<file path="src/rtl/pic_multi_if.sv">
// I/O bus between the CPU and the interrupt controller.
// Toggle handshake: request and acknowledge toggles plus address/data.
interface pic_multi_if;
    logic [11:0] port;
    logic [15:0] din;
    logic [15:0] dout;
    logic        cpu_iordin;
    logic        cpu_iordout;
    logic        cpu_iowrin;
    logic        cpu_iowrout;

    modport master (
        output port, din, cpu_iordin, cpu_iowrin,
        input  dout, cpu_iordout, cpu_iowrout
    );

    modport slave (
        input  port, din, cpu_iordin, cpu_iowrin,
        output dout, cpu_iordout, cpu_iowrout
    );
endinterface

</file>
<file path="src/rtl/pic_multi.sv">
// Multi-line programmable interrupt controller: IMR/IRR/ISR, per-line
// edge/level mode, fixed priority (line 0 highest), EOI commands.
module pic_multi #(
    parameter int          NUM_IRQ     = 8,
    parameter logic [7:0]  VECTOR_BASE = 8'h08,
    parameter logic [11:0] BASE_PORT   = 12'h020,
    parameter logic [7:0]  EDGE_RESET  = 8'h01
) (
    input  logic               clk,
    input  logic               reset_n,
    pic_multi_if.slave         bus,
    input  logic               inta,
    output logic [7:0]         irq_vector,
    output logic               intr,
    input  logic [NUM_IRQ-1:0] irq
);

    logic [NUM_IRQ-1:0] r_irr;
    logic [NUM_IRQ-1:0] r_isr;
    logic [NUM_IRQ-1:0] r_imr;
    logic [NUM_IRQ-1:0] r_elcr;
    logic [NUM_IRQ-1:0] r_irq_prev;
    logic               r_intr;
    logic [7:0]         r_vec;
    logic [15:0]        r_dout;
    logic               r_rd_ack;
    logic               r_wr_ack;

    logic               w_rd_act;
    logic               w_wr_act;
    logic               w_sel0;
    logic               w_sel1;
    logic               w_sel2;
    logic               w_eoi_ns;
    logic               w_eoi_sp;
    logic [NUM_IRQ-1:0] w_pend;
    logic [NUM_IRQ-1:0] w_edge;
    logic [NUM_IRQ-1:0] w_isr_set;
    logic [NUM_IRQ-1:0] w_irr_clr;
    logic [NUM_IRQ-1:0] w_eoi_clr;
    logic [NUM_IRQ-1:0] w_irr_nxt;
    logic [NUM_IRQ-1:0] w_isr_nxt;
    logic               w_isr_any;
    logic [2:0]         w_isr_lo;
    logic               w_cand;
    logic [2:0]         w_cand_idx;
    logic [7:0]         w_irr8;
    logic [7:0]         w_isr8;
    logic [7:0]         w_imr8;
    logic [7:0]         w_elcr8;
    logic [15:0]        w_rdata;
    logic [7:0]         w_vec_nxt;
    logic               w_unused;

    assign w_rd_act = bus.cpu_iordin != r_rd_ack;
    assign w_wr_act = bus.cpu_iowrin != r_wr_ack;
    assign w_sel0   = bus.port == BASE_PORT;
    assign w_sel1   = bus.port == BASE_PORT + 12'd1;
    assign w_sel2   = bus.port == BASE_PORT + 12'd2;
    assign w_eoi_ns = w_wr_act && w_sel0 && bus.din[7:5] == 3'b001;
    assign w_eoi_sp = w_wr_act && w_sel0 && bus.din[7:5] == 3'b011;
    assign w_pend   = r_irr & ~r_imr;
    assign w_edge   = irq & ~r_irq_prev;
    assign w_unused = &{1'b0, bus.din};

    // Downward scans so the lowest index found is the one that sticks.
    always_comb begin
        w_isr_any  = 1'b0;
        w_isr_lo   = 3'd0;
        for (int n = NUM_IRQ - 1; n >= 0; n--) begin
            if (r_isr[n]) begin
                w_isr_any = 1'b1;
                w_isr_lo  = 3'(n);
            end
        end
        w_cand     = 1'b0;
        w_cand_idx = 3'd0;
        for (int n = NUM_IRQ - 1; n >= 0; n--) begin
            if (w_pend[n] && (!w_isr_any || 3'(n) < w_isr_lo)) begin
                w_cand     = 1'b1;
                w_cand_idx = 3'(n);
            end
        end
    end

    always_comb begin
        w_eoi_clr = '0;
        w_isr_set = '0;
        for (int n = 0; n < NUM_IRQ; n++) begin
            w_eoi_clr[n] = (w_eoi_ns && w_isr_any && w_isr_lo == 3'(n))
                        || (w_eoi_sp && bus.din[2:0] == 3'(n));
            w_isr_set[n] = inta && w_cand && w_cand_idx == 3'(n);
        end
        w_irr_clr = w_isr_set & r_elcr;
        // A fresh edge beats the acknowledge clear on the same line.
        for (int n = 0; n < NUM_IRQ; n++) begin
            w_irr_nxt[n] = r_elcr[n]
                ? ((r_irr[n] & ~w_irr_clr[n]) | w_edge[n])
                : irq[n];
        end
        w_isr_nxt = (r_isr & ~w_eoi_clr) | w_isr_set;
    end

    always_comb begin
        w_irr8  = '0;
        w_isr8  = '0;
        w_imr8  = '0;
        w_elcr8 = '0;
        w_irr8[NUM_IRQ-1:0]  = r_irr;
        w_isr8[NUM_IRQ-1:0]  = r_isr;
        w_imr8[NUM_IRQ-1:0]  = r_imr;
        w_elcr8[NUM_IRQ-1:0] = r_elcr;
        if (w_sel0)
            w_rdata = {w_isr8, w_irr8};
        else if (w_sel1)
            w_rdata = {8'h00, w_imr8};
        else if (w_sel2)
            w_rdata = {8'h00, w_elcr8};
        else
            w_rdata = 16'hFFFF;
    end

    assign w_vec_nxt = w_cand ? VECTOR_BASE + {5'd0, w_cand_idx}
                              : VECTOR_BASE + 8'(NUM_IRQ - 1);

    always_ff @(posedge clk) begin
        r_rd_ack   <= bus.cpu_iordin;
        r_wr_ack   <= bus.cpu_iowrin;
        r_irq_prev <= irq;
        if (!reset_n) begin
            r_irr  <= '0;
            r_isr  <= '0;
            r_imr  <= '1;
            r_elcr <= EDGE_RESET[NUM_IRQ-1:0];
            r_intr <= 1'b0;
            r_vec  <= 8'h00;
            r_dout <= 16'hFFFF;
        end else begin
            r_irr  <= w_irr_nxt;
            r_isr  <= w_isr_nxt;
            r_intr <= inta ? 1'b0 : w_cand;
            if (w_wr_act && w_sel1)
                r_imr <= bus.din[NUM_IRQ-1:0];
            if (w_wr_act && w_sel2)
                r_elcr <= bus.din[NUM_IRQ-1:0];
            if (inta)
                r_vec <= w_vec_nxt;
            if (w_rd_act)
                r_dout <= w_rdata;
        end
    end

    assign bus.dout        = r_dout;
    assign bus.cpu_iordout = r_rd_ack;
    assign bus.cpu_iowrout = r_wr_ack;
    assign irq_vector      = r_vec;
    assign intr            = r_intr;

endmodule

</file>
<file path="src/flat_wrapper.sv">
// flat-port wrapper written by rule: the top's interface ports become plain ports
module pic_multi_flat 
#(
    parameter int          NUM_IRQ     = 8,
    parameter logic [7:0]  VECTOR_BASE = 8'h08,
    parameter logic [11:0] BASE_PORT   = 12'h020,
    parameter logic [7:0]  EDGE_RESET  = 8'h01
)
  (clk, reset_n, inta, irq_vector, intr, irq, bus_port, bus_din, bus_cpu_iordin, bus_cpu_iowrin, bus_dout, bus_cpu_iordout, bus_cpu_iowrout);
  pic_multi_if bus_i ();
  input  logic clk;
  input  logic reset_n;
  input  logic inta;
  output logic [7:0] irq_vector;
  output logic intr;
  input  logic [NUM_IRQ-1:0] irq;
  input wire logic [$bits(bus_i.port)-1:0] bus_port;
  input wire logic [$bits(bus_i.din)-1:0] bus_din;
  input wire logic [$bits(bus_i.cpu_iordin)-1:0] bus_cpu_iordin;
  input wire logic [$bits(bus_i.cpu_iowrin)-1:0] bus_cpu_iowrin;
  output wire logic [$bits(bus_i.dout)-1:0] bus_dout;
  output wire logic [$bits(bus_i.cpu_iordout)-1:0] bus_cpu_iordout;
  output wire logic [$bits(bus_i.cpu_iowrout)-1:0] bus_cpu_iowrout;
  assign bus_i.port = bus_port;
  assign bus_i.din = bus_din;
  assign bus_i.cpu_iordin = bus_cpu_iordin;
  assign bus_i.cpu_iowrin = bus_cpu_iowrin;
  assign bus_dout = bus_i.dout;
  assign bus_cpu_iordout = bus_i.cpu_iordout;
  assign bus_cpu_iowrout = bus_i.cpu_iowrout;
  pic_multi #(.NUM_IRQ(NUM_IRQ), .VECTOR_BASE(VECTOR_BASE), .BASE_PORT(BASE_PORT), .EDGE_RESET(EDGE_RESET)) u_core (.clk(clk), .reset_n(reset_n), .bus(bus_i), .inta(inta), .irq_vector(irq_vector), .intr(intr), .irq(irq));
endmodule
</file>
<file path="config.mk">
export PLATFORM = sky130hd
export DESIGN_NAME = pic_multi_flat
export DESIGN_NICKNAME = d
export VERILOG_FILES = /design/src/rtl/pic_multi_if.sv /design/src/rtl/pic_multi.sv /design/src/flat_wrapper.sv
export SDC_FILE = /design/constraint.sdc
export NUM_CORES = 1
export LEC_CHECK = 0
export ABC_CLOCK_PERIOD_IN_PS = 2700
export CAP_MARGIN = 20
export CORE_MARGIN = 4
export CORE_UTILIZATION = 52
export CTS_BUF_LIST = sky130_fd_sc_hd__clkbuf_4 sky130_fd_sc_hd__clkbuf_8
export DETAILED_ROUTE_END_ITERATION = 8
export GPL_TIMING_DRIVEN = 0
export PLACE_DENSITY = 0.83
export SLEW_MARGIN = 40
export SYNTH_ARGS = -nofsm -noshare
export SYNTH_HDL_FRONTEND = slang
export SYNTH_SLANG_ARGS = --single-unit
</file>
<file path="constraint.sdc">
create_clock -name clk -period 2.7 [get_ports clk]
set_input_delay 0.54 -clock clk [delete_from_list [all_inputs] [get_ports clk]]
set_output_delay 0.54 -clock clk [all_outputs]
set_load 0.05 [all_outputs]
</file>
==> results.sh <==
export IMPL_power_density_mw_per_mm2=548
export IMPL_synth_area_leaders="dfxtp_1, mux2i_1, nand2_1"
export IMPL_grt_max_degree=11
export IMPL_drive_above_1_share=0.119
export IMPL_numCtsBuffers=9
export IMPL_clk_latency_ns=0.34
export IMPL_critPathMaxFanout=10
export IMPL_met2WireLength_mm=3.75
export IMPL_drt_iter0_drc=213
export IMPL_numPortBuffers=54
export IMPL_post_route_util=0.693
export IMPL_cts_buffer_depth=2
export IMPL_cts_tree="yes"
export IMPL_ys_seq_elements=63
export IMPL_max_slew_margin=0.512
export IMPL_synth_area_mm2=0.00293
export IMPL_vdd_drop_max_v=0.000378
export IMPL_synth_seq_area_share=0.430
export IMPL_cts_root_buffer="clkbuf_8"
export IMPL_synth_warnings=0
export IMPL_antenna_found_initial=0
export IMPL_cap_violations=0
export IMPL_routed_wl_mm=7.73
export IMPL_row_count=27
export IMPL_initial_core_util=0.536
export IMPL_synth_largest_area_cell="dfxtp_1"
export IMPL_avgSynthCellArea_um2=8.86
export IMPL_critPathArrivalTime_ns=2.61
export IMPL_placed_area_mm2=0.00357
export IMPL_synth_most_common_cell="dfxtp_1"
export IMPL_place_congestion=0.932
export IMPL_diodes=0
export IMPL_core_mm2=0.00547
export IMPL_wl_per_cell_um=16.3
export IMPL_synth_edf_count=0
export IMPL_fp_dieW_um=83.1
export IMPL_cts_resized=0
export IMPL_holdCritPathClass="reg2reg"
export IMPL_rsz0062_at_grt="false"
export IMPL_worst_pin_slew_ns=0.728
export IMPL_synthTopCellsByCount="dfxtp_1, nand2_1, nor2_1, o21ai_0, nand3_1"
export IMPL_hold_buffers=0
export IMPL_grt_pass1_wl_mm=12.9
export IMPL_io_pins=68
export IMPL_viasPerCell=5.80
export IMPL_crit_type="in2reg"
export IMPL_vias=2756
export IMPL_setup_viol=0
export IMPL_fillerInstances=455
export IMPL_htree_levels=3
export IMPL_clock_skew_ns=0.00690
export IMPL_cp_buffers_inverters=2
export IMPL_dieArea_mm2=0.00690
export IMPL_critPathMaxStageDelay_ns=0.54
export IMPL_dieHeight_um=83.1
export IMPL_syn_to_final_growth_pct=29.4
export IMPL_drtPass1Iterations=6
export IMPL_path_clk_slew_ns=0.06
export IMPL_synthCells=331
export IMPL_hold_violations=0
export IMPL_timing_final_crit_share=0.898
export IMPL_dp_hpwl_mm=5.83
export IMPL_crit_slowest_cell="or4_4"
export IMPL_critPathLaunchType="input port"
export IMPL_p_leak_uw=0.00137
export IMPL_grt_use_total=0.227
export IMPL_crit_path_cell_trace="clkdlybuf4s50_1 > or4_4 > nor4_4 > buf_4 > nand2_1 > a211oi_1 > o21ai_0"
export IMPL_nets=440
export IMPL_fmax_mhz=412
export IMPL_synthArstFlopShare=0
export IMPL_yosysUniqueCellTypes=57
export IMPL_dr_max_layer_used="met4"
export IMPL_clkSinkCount=63
export IMPL_crit_required_ns=2.89
export IMPL_endpoint_kind="register"
export IMPL_synth_top_cell_area_share=0.430
export IMPL_grt_overflow_total=0
export IMPL_wl_met3_um=504
export IMPL_fin_crit_ns=2.42
export IMPL_worst_hold_slack_ns=0.480
export IMPL_grt_pass1_vias=2582
export IMPL_wl_met1_mm=3.36
export IMPL_finalMaxSlewViolations=0
export IMPL_cts_setup_buffers=0
export IMPL_cp_top_family="simple AND/OR/NAND/NOR gates"
export IMPL_outcome="finished, final reports clean"
export IMPL_synthFlopType="dfxtp_1"
export IMPL_design_area_mm2=0.00379
export IMPL_antenna_left=0
export IMPL_drcViolationCount=0
-- flip-flops by register name, indices dropped and copies added, names as in the netlist, 4 cells and up --
register and count:
u_core.r_elcr 8, u_core.r_irr 8, u_core.r_irq_prev 8, u_core.bus.dout 16
u_core.r_imr 8, u_core.irq_vector 4, u_core.r_isr 8
-- power by group --
part	internal, uW	total, uW	switching (uW)
clock network	561	904	343
logic	90.5	213	122
registers	949	960	11.5
-- placed cells by master, fill, tap and decap left out, types with 5 or more instances in the layout --
cell,Yosys,routed
clkbuf_8,0,10
inv_1,5,5
a211oi_1,9,9
mux2i_1,16,16
o21ai_0,23,23
nand3_1,19,19
mux2_2,8,8
nand2_1,40,40
clkdlybuf4s50_1,0,54
dfxtp_1,63,63
nor2b_1,5,5
a22oi_1,5,5
nor2_1,30,30
o22ai_1,8,8
clkbuf_1,11,11
buf_4,6,6
a21oi_1,11,11
-- worst reg2reg max path: stages (launching register included) --
cell and delay (ns):
dfxtp_1 0.30, buf_2 0.18, or2_2 0.30, o31ai_1 0.52
a22oi_1 0.35, nor4b_1 0.46, o21ai_0 0.12
-- kinds of logic after synthesis --
family	count (synthesis)	share of synthesized area
buffers and inverters	27	0.0435
flip-flops	63	0.430
AO/OA/AOI/OAI	91	0.210
other	1	0.00128
multiplexers	24	0.0854
AND/OR/NAND/NOR	122	0.221
XOR/XNOR	3	0.00896
-- final cells by class --
class	count	area, um^2	area share
sequential	63	1260	0.332
clock buffer	12	153	0.0402
timing repair buffer	54	541	0.142
inverter	6	22.5	0.00594
tap	72	90.1	0.0237
multi-input combinational	244	1550	0.410
buffer	21	105	0.0277
clock inverter	3	67.6	0.0178
-- final timing paths --
kind                         from                   end  slack, ns  depth (start not counted)
min reg2reg  u_core.irq_vector[3]  u_core.irq_vector[3]       0.48                          2
max                   bus_port[9]   u_core.bus.dout[12]       0.28                          7
min          u_core.irq_vector[3]  u_core.irq_vector[3]       0.48                          2
max reg2reg       u_core.r_isr[2]       u_core.r_irr[4]       0.34                          6
-- routing by layer --
layer  vias to the layer above  global-route usage
met4                         0              0.0535
met1                      1310               0.299
li1                       1336                   -
met5                         -                   0
met3                        16              0.0615
met2                        94               0.371
-- per-stage QoR --
| step | cells | setup WS, ns | setup TNS [ns] | total power [uW] |
|---|---|---|---|---|
| after global placement | 460 | 0.00900 | 0 | 1190 |
| after global routing | 475 | 0.104 | 0 | 2140 |
| after floorplan | 334 | 0.521 | 0 | 1100 |
| after CTS | 475 | 0.286 | 0 | 2080 |
| after detailed placement | 460 | -0.0727 | -0.342 | 1190 |
| final | 475 | 0.276 | 0 | 2080 |
No activity file was read; power rests on OpenSTA's default activity.
